<file path="src/rtl/branch_resolve_unit_if.sv">
// branch_resolve_unit_if: execute-stage resolution bus between pipeline and branch_resolve_unit
interface branch_resolve_unit_if #(parameter int XLEN = 32);
    logic            valid_i, stall_i, flush_i;
    logic [XLEN-1:0] pc_i, imm_i, op1_i;
    logic [6:0]      opcode_i;
    logic [2:0]      func3_i;
    logic [4:0]      rd_i, rs1_i;
    logic            lt_i, ltu_i, zero_i;
    logic            pred_taken_i;
    logic [XLEN-1:0] pred_target_i;
    logic            redirect_o;
    logic [XLEN-1:0] redirect_pc_o;
    logic            btb_upd_o, btb_taken_o;
    logic [XLEN-1:0] btb_pc_o, btb_target_o;
    logic [XLEN-1:0] ras_top_o;
    logic            ras_valid_o;
    logic [31:0]     perf_branches_o, perf_mispredicts_o;
    modport master (
        output valid_i, stall_i, flush_i, pc_i, imm_i, op1_i, opcode_i, func3_i, rd_i, rs1_i,
               lt_i, ltu_i, zero_i, pred_taken_i, pred_target_i,
        input  redirect_o, redirect_pc_o, btb_upd_o, btb_taken_o, btb_pc_o, btb_target_o,
               ras_top_o, ras_valid_o, perf_branches_o, perf_mispredicts_o
    );
    modport slave (
        input  valid_i, stall_i, flush_i, pc_i, imm_i, op1_i, opcode_i, func3_i, rd_i, rs1_i,
               lt_i, ltu_i, zero_i, pred_taken_i, pred_target_i,
        output redirect_o, redirect_pc_o, btb_upd_o, btb_taken_o, btb_pc_o, btb_target_o,
               ras_top_o, ras_valid_o, perf_branches_o, perf_mispredicts_o
    );
endinterface

</file>
<file path="src/rtl/branch_resolve_unit.sv">
// branch_resolve_unit: resolves B/JAL/JALR, registers redirect + BTB update, maintains a return-address stack.
// Define BRU_PERF_EN to build the branch/mispredict counters; otherwise they read 0.
module branch_resolve_unit #(
    parameter int XLEN      = 32,
    parameter int RAS_DEPTH = 4
) (
    input logic                  clk,
    input logic                  rst_n,
    branch_resolve_unit_if.slave bus
);
    localparam int PW = $clog2(RAS_DEPTH);
    localparam logic [PW:0] FULL = (PW+1)'(RAS_DEPTH);
    logic            squash_q, ev, is_jal, is_jalr, is_br, is_cf, cond, br_taken, taken, mispred;
    logic            rd_link, rs1_link, push, pop, pop_ok;
    logic [XLEN-1:0] target, link_pc;
    logic [PW-1:0]   sp_q, sp_base;
    logic [PW:0]     cnt_q, cnt_base;
    logic [XLEN-1:0] ras_q [RAS_DEPTH];

    always_comb begin
        ev       = bus.valid_i & ~bus.flush_i & ~squash_q & ~bus.stall_i;
        is_jal   = bus.opcode_i == 7'b1101111;
        is_jalr  = bus.opcode_i == 7'b1100111;
        is_br    = bus.opcode_i == 7'b1100011;
        is_cf    = is_jal | is_jalr | is_br;
        cond     = bus.func3_i[2:1] == 2'b00 ? bus.zero_i : bus.func3_i[2:1] == 2'b10 ? bus.lt_i : bus.ltu_i;
        br_taken = (bus.func3_i[2:1] != 2'b01) & (cond ^ bus.func3_i[0]);
        taken    = is_jal | is_jalr | (is_br & br_taken);
        target   = is_jalr ? (bus.op1_i + bus.imm_i) & ~XLEN'(1) : bus.pc_i + bus.imm_i;
        link_pc  = bus.pc_i + XLEN'(4);
        mispred  = is_cf & ((taken != bus.pred_taken_i) |
                   (taken & bus.pred_taken_i & (target != bus.pred_target_i)));
        rd_link  = (bus.rd_i == 5'd1) | (bus.rd_i == 5'd5);
        rs1_link = (bus.rs1_i == 5'd1) | (bus.rs1_i == 5'd5);
        push     = ev & (is_jal | is_jalr) & rd_link;
        pop      = ev & is_jalr & rs1_link & (~rd_link | (bus.rd_i != bus.rs1_i));
        // a pop on an empty stack is dropped; a following push then lands on the current slot
        pop_ok   = pop & (cnt_q != '0);
        sp_base  = pop_ok ? sp_q - PW'(1) : sp_q;
        cnt_base = pop_ok ? cnt_q - (PW+1)'(1) : cnt_q;
    end

    always_ff @(posedge clk or negedge rst_n) begin
        if (!rst_n) begin
            bus.redirect_o    <= 1'b0;
            bus.redirect_pc_o <= '0;
            bus.btb_upd_o     <= 1'b0;
            bus.btb_taken_o   <= 1'b0;
            bus.btb_pc_o      <= '0;
            bus.btb_target_o  <= '0;
            squash_q          <= 1'b0;
            sp_q              <= '0;
            cnt_q             <= '0;
        end else if (!bus.stall_i) begin
            bus.redirect_o <= ev & mispred;
            squash_q       <= ev & mispred;
            bus.btb_upd_o  <= ev & is_cf;
            if (ev & mispred) bus.redirect_pc_o <= taken ? target : link_pc;
            if (ev & is_cf) begin
                bus.btb_pc_o     <= bus.pc_i;
                bus.btb_target_o <= target;
                bus.btb_taken_o  <= taken;
            end
            sp_q  <= push ? sp_base + PW'(1) : sp_base;
            cnt_q <= push ? (cnt_base == FULL ? FULL : cnt_base + (PW+1)'(1)) : cnt_base;
        end
    end

    always_ff @(posedge clk)
        if (push) ras_q[sp_base] <= link_pc;

    assign bus.ras_valid_o = cnt_q != '0;
    assign bus.ras_top_o   = bus.ras_valid_o ? ras_q[sp_q - PW'(1)] : '0;

`ifdef BRU_PERF_EN
    logic [31:0] branches_q, mispredicts_q;
    always_ff @(posedge clk or negedge rst_n) begin
        if (!rst_n) begin
            branches_q    <= '0;
            mispredicts_q <= '0;
        end else begin
            if (ev & is_cf) branches_q <= branches_q + 32'd1;
            if (ev & mispred) mispredicts_q <= mispredicts_q + 32'd1;
        end
    end
    assign bus.perf_branches_o    = branches_q;
    assign bus.perf_mispredicts_o = mispredicts_q;
`else
    assign bus.perf_branches_o    = '0;
    assign bus.perf_mispredicts_o = '0;
`endif
endmodule

</file>
<file path="src/flat_wrapper.sv">
// flat-port wrapper written by rule: the top's interface ports become plain ports
module branch_resolve_unit_flat 
#(
    parameter int XLEN      = 32,
    parameter int RAS_DEPTH = 4
)
  (clk, rst_n, bus_valid_i, bus_stall_i, bus_flush_i, bus_pc_i, bus_imm_i, bus_op1_i, bus_opcode_i, bus_func3_i, bus_rd_i, bus_rs1_i, bus_lt_i, bus_ltu_i, bus_zero_i, bus_pred_taken_i, bus_pred_target_i, bus_redirect_o, bus_redirect_pc_o, bus_btb_upd_o, bus_btb_taken_o, bus_btb_pc_o, bus_btb_target_o, bus_ras_top_o, bus_ras_valid_o, bus_perf_branches_o, bus_perf_mispredicts_o);
  branch_resolve_unit_if #(.XLEN(XLEN)) bus_i ();
  input logic clk;
  input logic rst_n;
  input wire logic [$bits(bus_i.valid_i)-1:0] bus_valid_i;
  input wire logic [$bits(bus_i.stall_i)-1:0] bus_stall_i;
  input wire logic [$bits(bus_i.flush_i)-1:0] bus_flush_i;
  input wire logic [$bits(bus_i.pc_i)-1:0] bus_pc_i;
  input wire logic [$bits(bus_i.imm_i)-1:0] bus_imm_i;
  input wire logic [$bits(bus_i.op1_i)-1:0] bus_op1_i;
  input wire logic [$bits(bus_i.opcode_i)-1:0] bus_opcode_i;
  input wire logic [$bits(bus_i.func3_i)-1:0] bus_func3_i;
  input wire logic [$bits(bus_i.rd_i)-1:0] bus_rd_i;
  input wire logic [$bits(bus_i.rs1_i)-1:0] bus_rs1_i;
  input wire logic [$bits(bus_i.lt_i)-1:0] bus_lt_i;
  input wire logic [$bits(bus_i.ltu_i)-1:0] bus_ltu_i;
  input wire logic [$bits(bus_i.zero_i)-1:0] bus_zero_i;
  input wire logic [$bits(bus_i.pred_taken_i)-1:0] bus_pred_taken_i;
  input wire logic [$bits(bus_i.pred_target_i)-1:0] bus_pred_target_i;
  output wire logic [$bits(bus_i.redirect_o)-1:0] bus_redirect_o;
  output wire logic [$bits(bus_i.redirect_pc_o)-1:0] bus_redirect_pc_o;
  output wire logic [$bits(bus_i.btb_upd_o)-1:0] bus_btb_upd_o;
  output wire logic [$bits(bus_i.btb_taken_o)-1:0] bus_btb_taken_o;
  output wire logic [$bits(bus_i.btb_pc_o)-1:0] bus_btb_pc_o;
  output wire logic [$bits(bus_i.btb_target_o)-1:0] bus_btb_target_o;
  output wire logic [$bits(bus_i.ras_top_o)-1:0] bus_ras_top_o;
  output wire logic [$bits(bus_i.ras_valid_o)-1:0] bus_ras_valid_o;
  output wire logic [$bits(bus_i.perf_branches_o)-1:0] bus_perf_branches_o;
  output wire logic [$bits(bus_i.perf_mispredicts_o)-1:0] bus_perf_mispredicts_o;
  assign bus_i.valid_i = bus_valid_i;
  assign bus_i.stall_i = bus_stall_i;
  assign bus_i.flush_i = bus_flush_i;
  assign bus_i.pc_i = bus_pc_i;
  assign bus_i.imm_i = bus_imm_i;
  assign bus_i.op1_i = bus_op1_i;
  assign bus_i.opcode_i = bus_opcode_i;
  assign bus_i.func3_i = bus_func3_i;
  assign bus_i.rd_i = bus_rd_i;
  assign bus_i.rs1_i = bus_rs1_i;
  assign bus_i.lt_i = bus_lt_i;
  assign bus_i.ltu_i = bus_ltu_i;
  assign bus_i.zero_i = bus_zero_i;
  assign bus_i.pred_taken_i = bus_pred_taken_i;
  assign bus_i.pred_target_i = bus_pred_target_i;
  assign bus_redirect_o = bus_i.redirect_o;
  assign bus_redirect_pc_o = bus_i.redirect_pc_o;
  assign bus_btb_upd_o = bus_i.btb_upd_o;
  assign bus_btb_taken_o = bus_i.btb_taken_o;
  assign bus_btb_pc_o = bus_i.btb_pc_o;
  assign bus_btb_target_o = bus_i.btb_target_o;
  assign bus_ras_top_o = bus_i.ras_top_o;
  assign bus_ras_valid_o = bus_i.ras_valid_o;
  assign bus_perf_branches_o = bus_i.perf_branches_o;
  assign bus_perf_mispredicts_o = bus_i.perf_mispredicts_o;
  branch_resolve_unit #(.XLEN(XLEN), .RAS_DEPTH(RAS_DEPTH)) u_core (.clk(clk), .rst_n(rst_n), .bus(bus_i));
endmodule
</file>
<file path="config.mk">
export PLATFORM = sky130hd
export DESIGN_NAME = branch_resolve_unit_flat
export DESIGN_NICKNAME = d
export VERILOG_FILES = /design/src/rtl/branch_resolve_unit_if.sv /design/src/rtl/branch_resolve_unit.sv /design/src/flat_wrapper.sv
export SDC_FILE = /design/constraint.sdc
export NUM_CORES = 1
export LEC_CHECK = 0
export BUFFER_PORTS_ARGS = -buffer_cell sky130_fd_sc_hd__buf_4
export CAP_MARGIN = 20
export CORE_MARGIN = 3
export CORE_UTILIZATION = 50
export CTS_CLUSTER_DIAMETER = 30
export DETAILED_ROUTE_END_ITERATION = 10
export PLACE_DENSITY = 0.74
export SETUP_SLACK_MARGIN = 0.5
export SLEW_MARGIN = 25
export SYNTH_ARGS = -nofsm -noshare
export SYNTH_HDL_FRONTEND = slang
export SYNTH_SLANG_ARGS = --single-unit
</file>
<file path="constraint.sdc">
create_clock -name clk -period 4.4 [get_ports clk]
set_clock_uncertainty 0.05 [all_clocks]
set_input_delay 0 -clock clk [delete_from_list [all_inputs] [get_ports clk]]
set_output_delay 0 -clock clk [all_outputs]
set_load 0.05 [all_outputs]
</file>
# After elaboration in Yosys (flattened, before gate mapping)
# Memory sizes are Yosys's and may differ from the RTL's.
# Cells that the tools add are included.
[op_classes]
muxes = 12
addsub = 7
n_bitwise = 28
reduce_logical = 4
n_eq_ne = 13
[op_table]
columns = ["operator", "n"]
rows = [
  ["two-way mux 32 bit", 3],
  ["adder 32 bit", 2],
  ["adder 32 x 3 -> 32 bit, second input constant", 1],
  ["!= test 32 bit", 1],
  ["== test 7 bit, second input constant", 3],
  ["AND 1 bit", 16],
  ["== test 5 x 1 -> 1 bit, second input constant", 2],
  ["== test 5 x 3 -> 1 bit, second input constant", 2],
  ["two-way mux 3 bit", 3],
  ["OR 1 bit", 7],
  ["!= test 5 bit", 1],
  ["two-way mux 1 bit", 4],
  ["two-way mux 2 bit", 2],
  ["NOT 1 bit", 4],
  ["AND reduction 2 bit", 2],
  ["adder 3 x 1 -> 3 bit, second input constant", 1],
  ["== test 3 bit, second input constant", 1],
  ["nonzero test 3 bit", 1],
  ["subtractor 3 x 1 -> 3 bit, second input constant", 1],
  ["adder 2 x 1 -> 2 bit, second input constant", 1],
  ["== test 2 bit, second input constant", 1],
  ["zero test 2 bit", 1],
  ["!= test 2 x 1 -> 1 bit, second input constant", 1],
  ["subtractor 2 x 1 -> 2 bit, second input constant", 1],
  ["other kinds (2)", 2],
]
[totals]
memories = 1
output_inout_bits = 196
ff_bits = 104
ramBits = 128
input_bits = 157
word_cells = 73
[mem_list]
columns = ["memory", "words", "width", "read_ports", "rd_clocked_by_memory_dff", "wr", "line_no", "text"]
rows = [
  ["u_core.ras_q", 4, 32, 1, 0, 1, "branch_resolve_unit.sv:18", "logic [XLEN-1:0] ras_q [RAS_DEPTH];"],
]

# Longest topological paths before layout
[logic_depth]
depth_word = 13
ltp_mapped = 17
ltp_nobuf = 14

# Least setup slack after synthesis
# No wires, ideal clock.
[synth_timing]
path_type = "input port to flip-flop"
from = "input bus_opcode_i[3]"
to = "memory u_core.ras_q[2][0] (enable)"
setup_time_ps = 392
required_time_ps = 3958
path_buffers = 4
path_slack_ps = 575
arrival_time_ps = 3383
path_stages = 11
cell_sequence = "and4b_1 > nand2_1 > clkbuf_1 > clkbuf_1 > clkbuf_1 > clkbuf_1 > a211oi_1 > nand2b_1 > xnor2_1 > ha_1 > and2_1"
[synth_between]
elab_chain_len = 6
elab_cells_between_ends = 12
cone_classes = "eq/ne: 2; mux: 3; bitwise: 7"
[synth_lines]
columns = ["item", "line_no", "text"]
rows = [
  ["start, declared", "flat_wrapper.sv:17", "input wire logic [$bits(bus_i.opcode_i)-1:0] bus_opcode_i;"],
  ["== test 7 bit, on equally long branches", "branch_resolve_unit.sv:23, branch_resolve_unit.sv:22", ""],
  ["AND 1 bit / OR 1 bit (equally long branches)", "branch_resolve_unit.sv:36, branch_resolve_unit.sv:35", ""],
  ["AND 1 bit, on equally long branches (2 in a row)", "branch_resolve_unit.sv:36, branch_resolve_unit.sv:35", ""],
  ["AND 1 bit / two-way mux 1 bit (equally long branches)", "branch_resolve_unit.sv:38, branch_resolve_unit.sv:70", ""],
  ["two-way mux 2 bit / two-way mux 1 bit (equally long branches)", "branch_resolve_unit.sv:39, branch_resolve_unit.sv:70", ""],
  ["end, declared", "branch_resolve_unit.sv:18", ""],
]
# Several ways; a longest one is shown, not always the timed one.

# Worst setup path in the final report
[layout_timing]
from = "input bus_pc_i[21]"
to = "register u_core.bus.redirect_pc_o[24]"
[layout_between]
elab_chain_len = 8
elab_cells_between_ends = 10
cone_classes = "add/sub: 2; eq/ne: 1; mux: 2; bitwise: 4; reduce/logical: 1"
[layout_lines]
columns = ["item", "line_no", "text"]
rows = [
  ["start, declared", "flat_wrapper.sv:14", "input wire logic [$bits(bus_i.pc_i)-1:0] bus_pc_i;"],
  ["adder 32 bit", "branch_resolve_unit.sv:29", "target = is_jalr ? (bus.op1_i + bus.imm_i) & ~XLEN'(1) : bus.pc_i + bus.imm_i;"],
  ["two-way mux 32 bit", "branch_resolve_unit.sv:29", ""],
  ["!= test 32 bit", "branch_resolve_unit.sv:32", "(taken & bus.pred_taken_i & (target != bus.pred_target_i)));"],
  ["AND 1 bit", "branch_resolve_unit.sv:32", ""],
  ["OR 1 bit", "branch_resolve_unit.sv:31", "mispred = is_cf & ((taken != bus.pred_taken_i) |"],
  ["AND 1 bit", "branch_resolve_unit.sv:31", ""],
  ["AND 1 bit", "branch_resolve_unit.sv:58", "if (ev & mispred) bus.redirect_pc_o <= taken ? target : link_pc;"],
  ["AND reduction 2 bit (no line)", "--", ""],
  ["end signal, assigned", "branch_resolve_unit.sv:58", ""],
  ["end, declared", "branch_resolve_unit_if.sv:27", "output redirect_o, redirect_pc_o, btb_upd_o, btb_taken_o, btb_pc_o, btb_target_o,"],
]
# Several ways; a longest one is shown, not always the timed one.
# A chain may end at the register's enable or synchronous reset.

==> impl_metrics.py <==
metrics = {
    "floorplanning": {
        "io-pin-count": 353,
        "core-area_um2": 31000,
        "die_area_um2": 34000,
        "num_rows": 64,
        "dieWidth_um": 184,
        "die_h_um": 184,
        "start_util_pct": 51.3,
    },
    "finish": {
        "fillers": 2414,
        "area_delta_synth_final_pct": 26.0,
        "final_util_pct": 64.7,
        "layout_common_cells": "buf_4, edfxtp_1, nand2_1",
        "layout_commonest_cell": "buf_4",
        "antennaDiodeCount": 0,
        "drive_gt1_share_pct": 27.3,
        "nNetsFinal": 2134,
    },
    "clock_network": {
        "numCtsBuffers": 30,
        "cts_tree": "built",
        "path_clk_slew_ns": 0.06,
        "cts.sinks": 232,
        "h-tree-depth": 1,
        "cts_root_buf": "clkbuf_16",
        "cts.path.max_buffers": 3,
        "clk_latency_ns": 0.53,
    },
    "global_routing": {
        "use_met3_pct": 3.49,
        "antenna_found_initial": 0,
        "track_usage_pct": 30.1,
        "use_met2_pct": 48.6,
        "use_met1_pct": 42.4,
        "grt_max_degree": 74,
        "grt_overflow": 0,
        "grt_pass1_vias": 13439,
        "grt_pass1_wl_um": 78900,
        "top_usage_layer": "met2",
    },
    "timing": {
        "finalCritPeriodShare_pct": 85.9,
        "setup_tns_ns": 0,
        "slew_violations": 0,
        "whs_ns": 0.0222,
        "rsz0062_at_grt": "no",
        "hold_violations": 0,
        "max-slew-margin-rel_pct": 44.1,
        "min_period_ns": 3.78,
        "worst_pin_slew_ns": 0.829,
        "fmaxAchievable_ghz": 0.265,
        "finalSetupViolCount": 0,
        "setup_slack_ns": 0.622,
    },
    "place": {
        "place_hpwl_um": 40000,
        "place_congestion": 1.02,
        "io_buffers": 288,
        "dp_slack_ns": 0.165,
    },
    "synthesis": {
        "yosysSeqAreaShare_pct": 40.5,
        "synthTopCellsByArea": "edfxtp_1, dfrtp_1, ha_1",
        "synth_edf_count": 128,
        "ys_types": 82,
        "async_flop_share_pct": 44.8,
        "yosysWarnings": 0,
        "synth_area_um2": 15900,
        "synth_flop_cell": "edfxtp_1",
        "synth_top_area_share_pct": 24.2,
        "synth-seq-cells": 232,
        "synthCells": 1566,
        "yosys.area.top_type": "edfxtp_1",
        "syn_avg_cell_area_um2": 10.2,
    },
    "detailed_routing": {
        "wl_per_cell_um": 22.7,
        "ant_nets": 0,
        "drc_errors": 0,
        "drt_first_pass_iters": 6,
        "viasPerCell": 6.08,
        "vias": 14120,
        "routed_wl_um": 52900,
        "drt_iter0_markers": 1092,
    },
    "worst_setup_path": {
        "worst-path-max-fanout": 9,
        "r2r_cells": 12,
        "worstPathCellList": "dlygate4sd3_1 -> buf_4 -> ha_1 -> nand2_1 -> o21ai_1 -> a211o_1 -> o2111a_1 -> o21a_1 -> or4b_2 -> o2111ai_1 -> nor4_2 -> buf_4 -> nand4_1 -> o21ai_4 -> buf_4 -> mux2_1",
        "cp_common_cell": "buf_4",
        "r2r-end": "u_core.ras_q[3][30]",
        "start_kind": "primary input",
        "critPathMaxStageDelay_ns": 0.69,
        "crit_type": "primary input to register",
        "r2r-start": "u_core.cnt_q[0]",
        "arrival_ns": 4.14,
        "required_ns": 4.76,
        "endpoint_kind": "register",
        "cpMaxStageDelayCell": "or4b_2",
        "rrSetupSlack_ns": 1.11,
    },
    "hold_path": {
        "hold_path.startpoint": "bus_opcode_i[2]",
        "whs_path_depth": 3,
        "hold_end": "u_core.sp_q[0]",
        "holdCritPathClass": "primary input to register",
    },
    "run": {
        "max_cap_violations": 0,
    },
    "power_and_ir_drop": {
        "powerDensity_nw_per_um2": 332,
        "p_total_uw": 6660,
        "vdd_ir_drop_max_v": 0.000290,
        "p_leak_uw": 0.00871,
    },
    "run_status": {
        "status": "finished clean",
    },
}
## per-layer routing
metal	up-vias	part of all wire [%]
li1	6420	-
met1	6896	42
met2	697	46
met3	107	7.8
met4	0	3.8
met5	-	0
## registers in the layout, summed over array words and instances, names as in the netlist
register / flops
u_core.bus.btb_target_o: 32
u_core.ras_q: 128
u_core.sp_q: 2
u_core.squash_q: 1
u_core.bus.btb_upd_o: 1
u_core.cnt_q: 3
u_core.bus.redirect_pc_o: 32
u_core.bus.btb_pc_o: 32
u_core.bus.btb_taken_o: 1
## synth_stat cells (29+ instances only)
library cell / number
dfrtp_1: 104
clkbuf_1: 65
nand2_1: 121
o21ai_0: 74
nor3_1: 37
nor2b_1: 37
edfxtp_1: 128
buf_4: 64
a21oi_1: 112
nand4_1: 29
ha_1: 71
mux4_2: 32
nand3_1: 46
xor2_1: 35
inv_1: 34
xnor2_1: 55
mux2_2: 45
nor2_1: 89
## kinds of logic after synthesis
kind of cell	synth area share, %
AO/OA/AOI/OAI	14.9
XOR/XNOR	5.39
flip-flops	40.5
adder cells (fa/ha/maj)	5.84
AND/OR/NAND/NOR	16.2
other	0.0236
multiplexers	11.1
buffers and inverters	5.97
## worst max-delay path by stage
stage / from / end / cells past startpoint
after floorplan: bus_opcode_i[3] / u_core.ras_q[2][0] / 11
after global placement: bus_imm_i[2] / u_core.bus.redirect_pc_o[0] / 15
after detailed placement: bus_op1_i[2] / u_core.bus.redirect_pc_o[2] / 14
after CTS: bus_pc_i[8] / u_core.bus.redirect_pc_o[21] / 16
after global routing: bus_pc_i[28] / u_core.bus.redirect_pc_o[14] / 15
final: bus_pc_i[21] / u_core.bus.redirect_pc_o[24] / 16
## layout make-up
type,count,area (µm²),area share (%)
well taps,396,495,2.47
clock buffers,35,801,4.00
repair buffers,389,3090,15.4
clock inverters,21,198,0.986
inverters,34,128,0.637
flip-flops and latches,232,6450,32.2
multi-input cells,1217,8880,44.3
## what timing repair did
action,CTS,global route
setup endpoints to repair,0,32
buffers inserted,0,0
gates resized for setup,0,25
endpoints found under the hold margin,226,0
hold buffers,39,0
## stage by stage
stage          instances  area, µm²
2_1_floorplan       1629      16100
3_3_place_gp        2229      18600
3_5_place_dp        2229      18600
4_1_cts             2324      19900
5_1_grt             2324      20000
6_report            2324      20000
## critical path, delay by kind of cell
kind	cells	cell delay [ns]
and+or+nand+nor	4	1.14
AOI/OAI and AO/OA	6	1.21
adders and majority gates	1	0.40
muxes	1	0.34
buffers and inverters	4	1.05
## where the power goes
group          switching [µW]  internal, µW  leakage, µW
registers                39.4          2360      0.00256
clock network             991          1400     0.000483
logic                    1210           665      0.00567
Note: power is estimated with default switching activity, not from simulation.
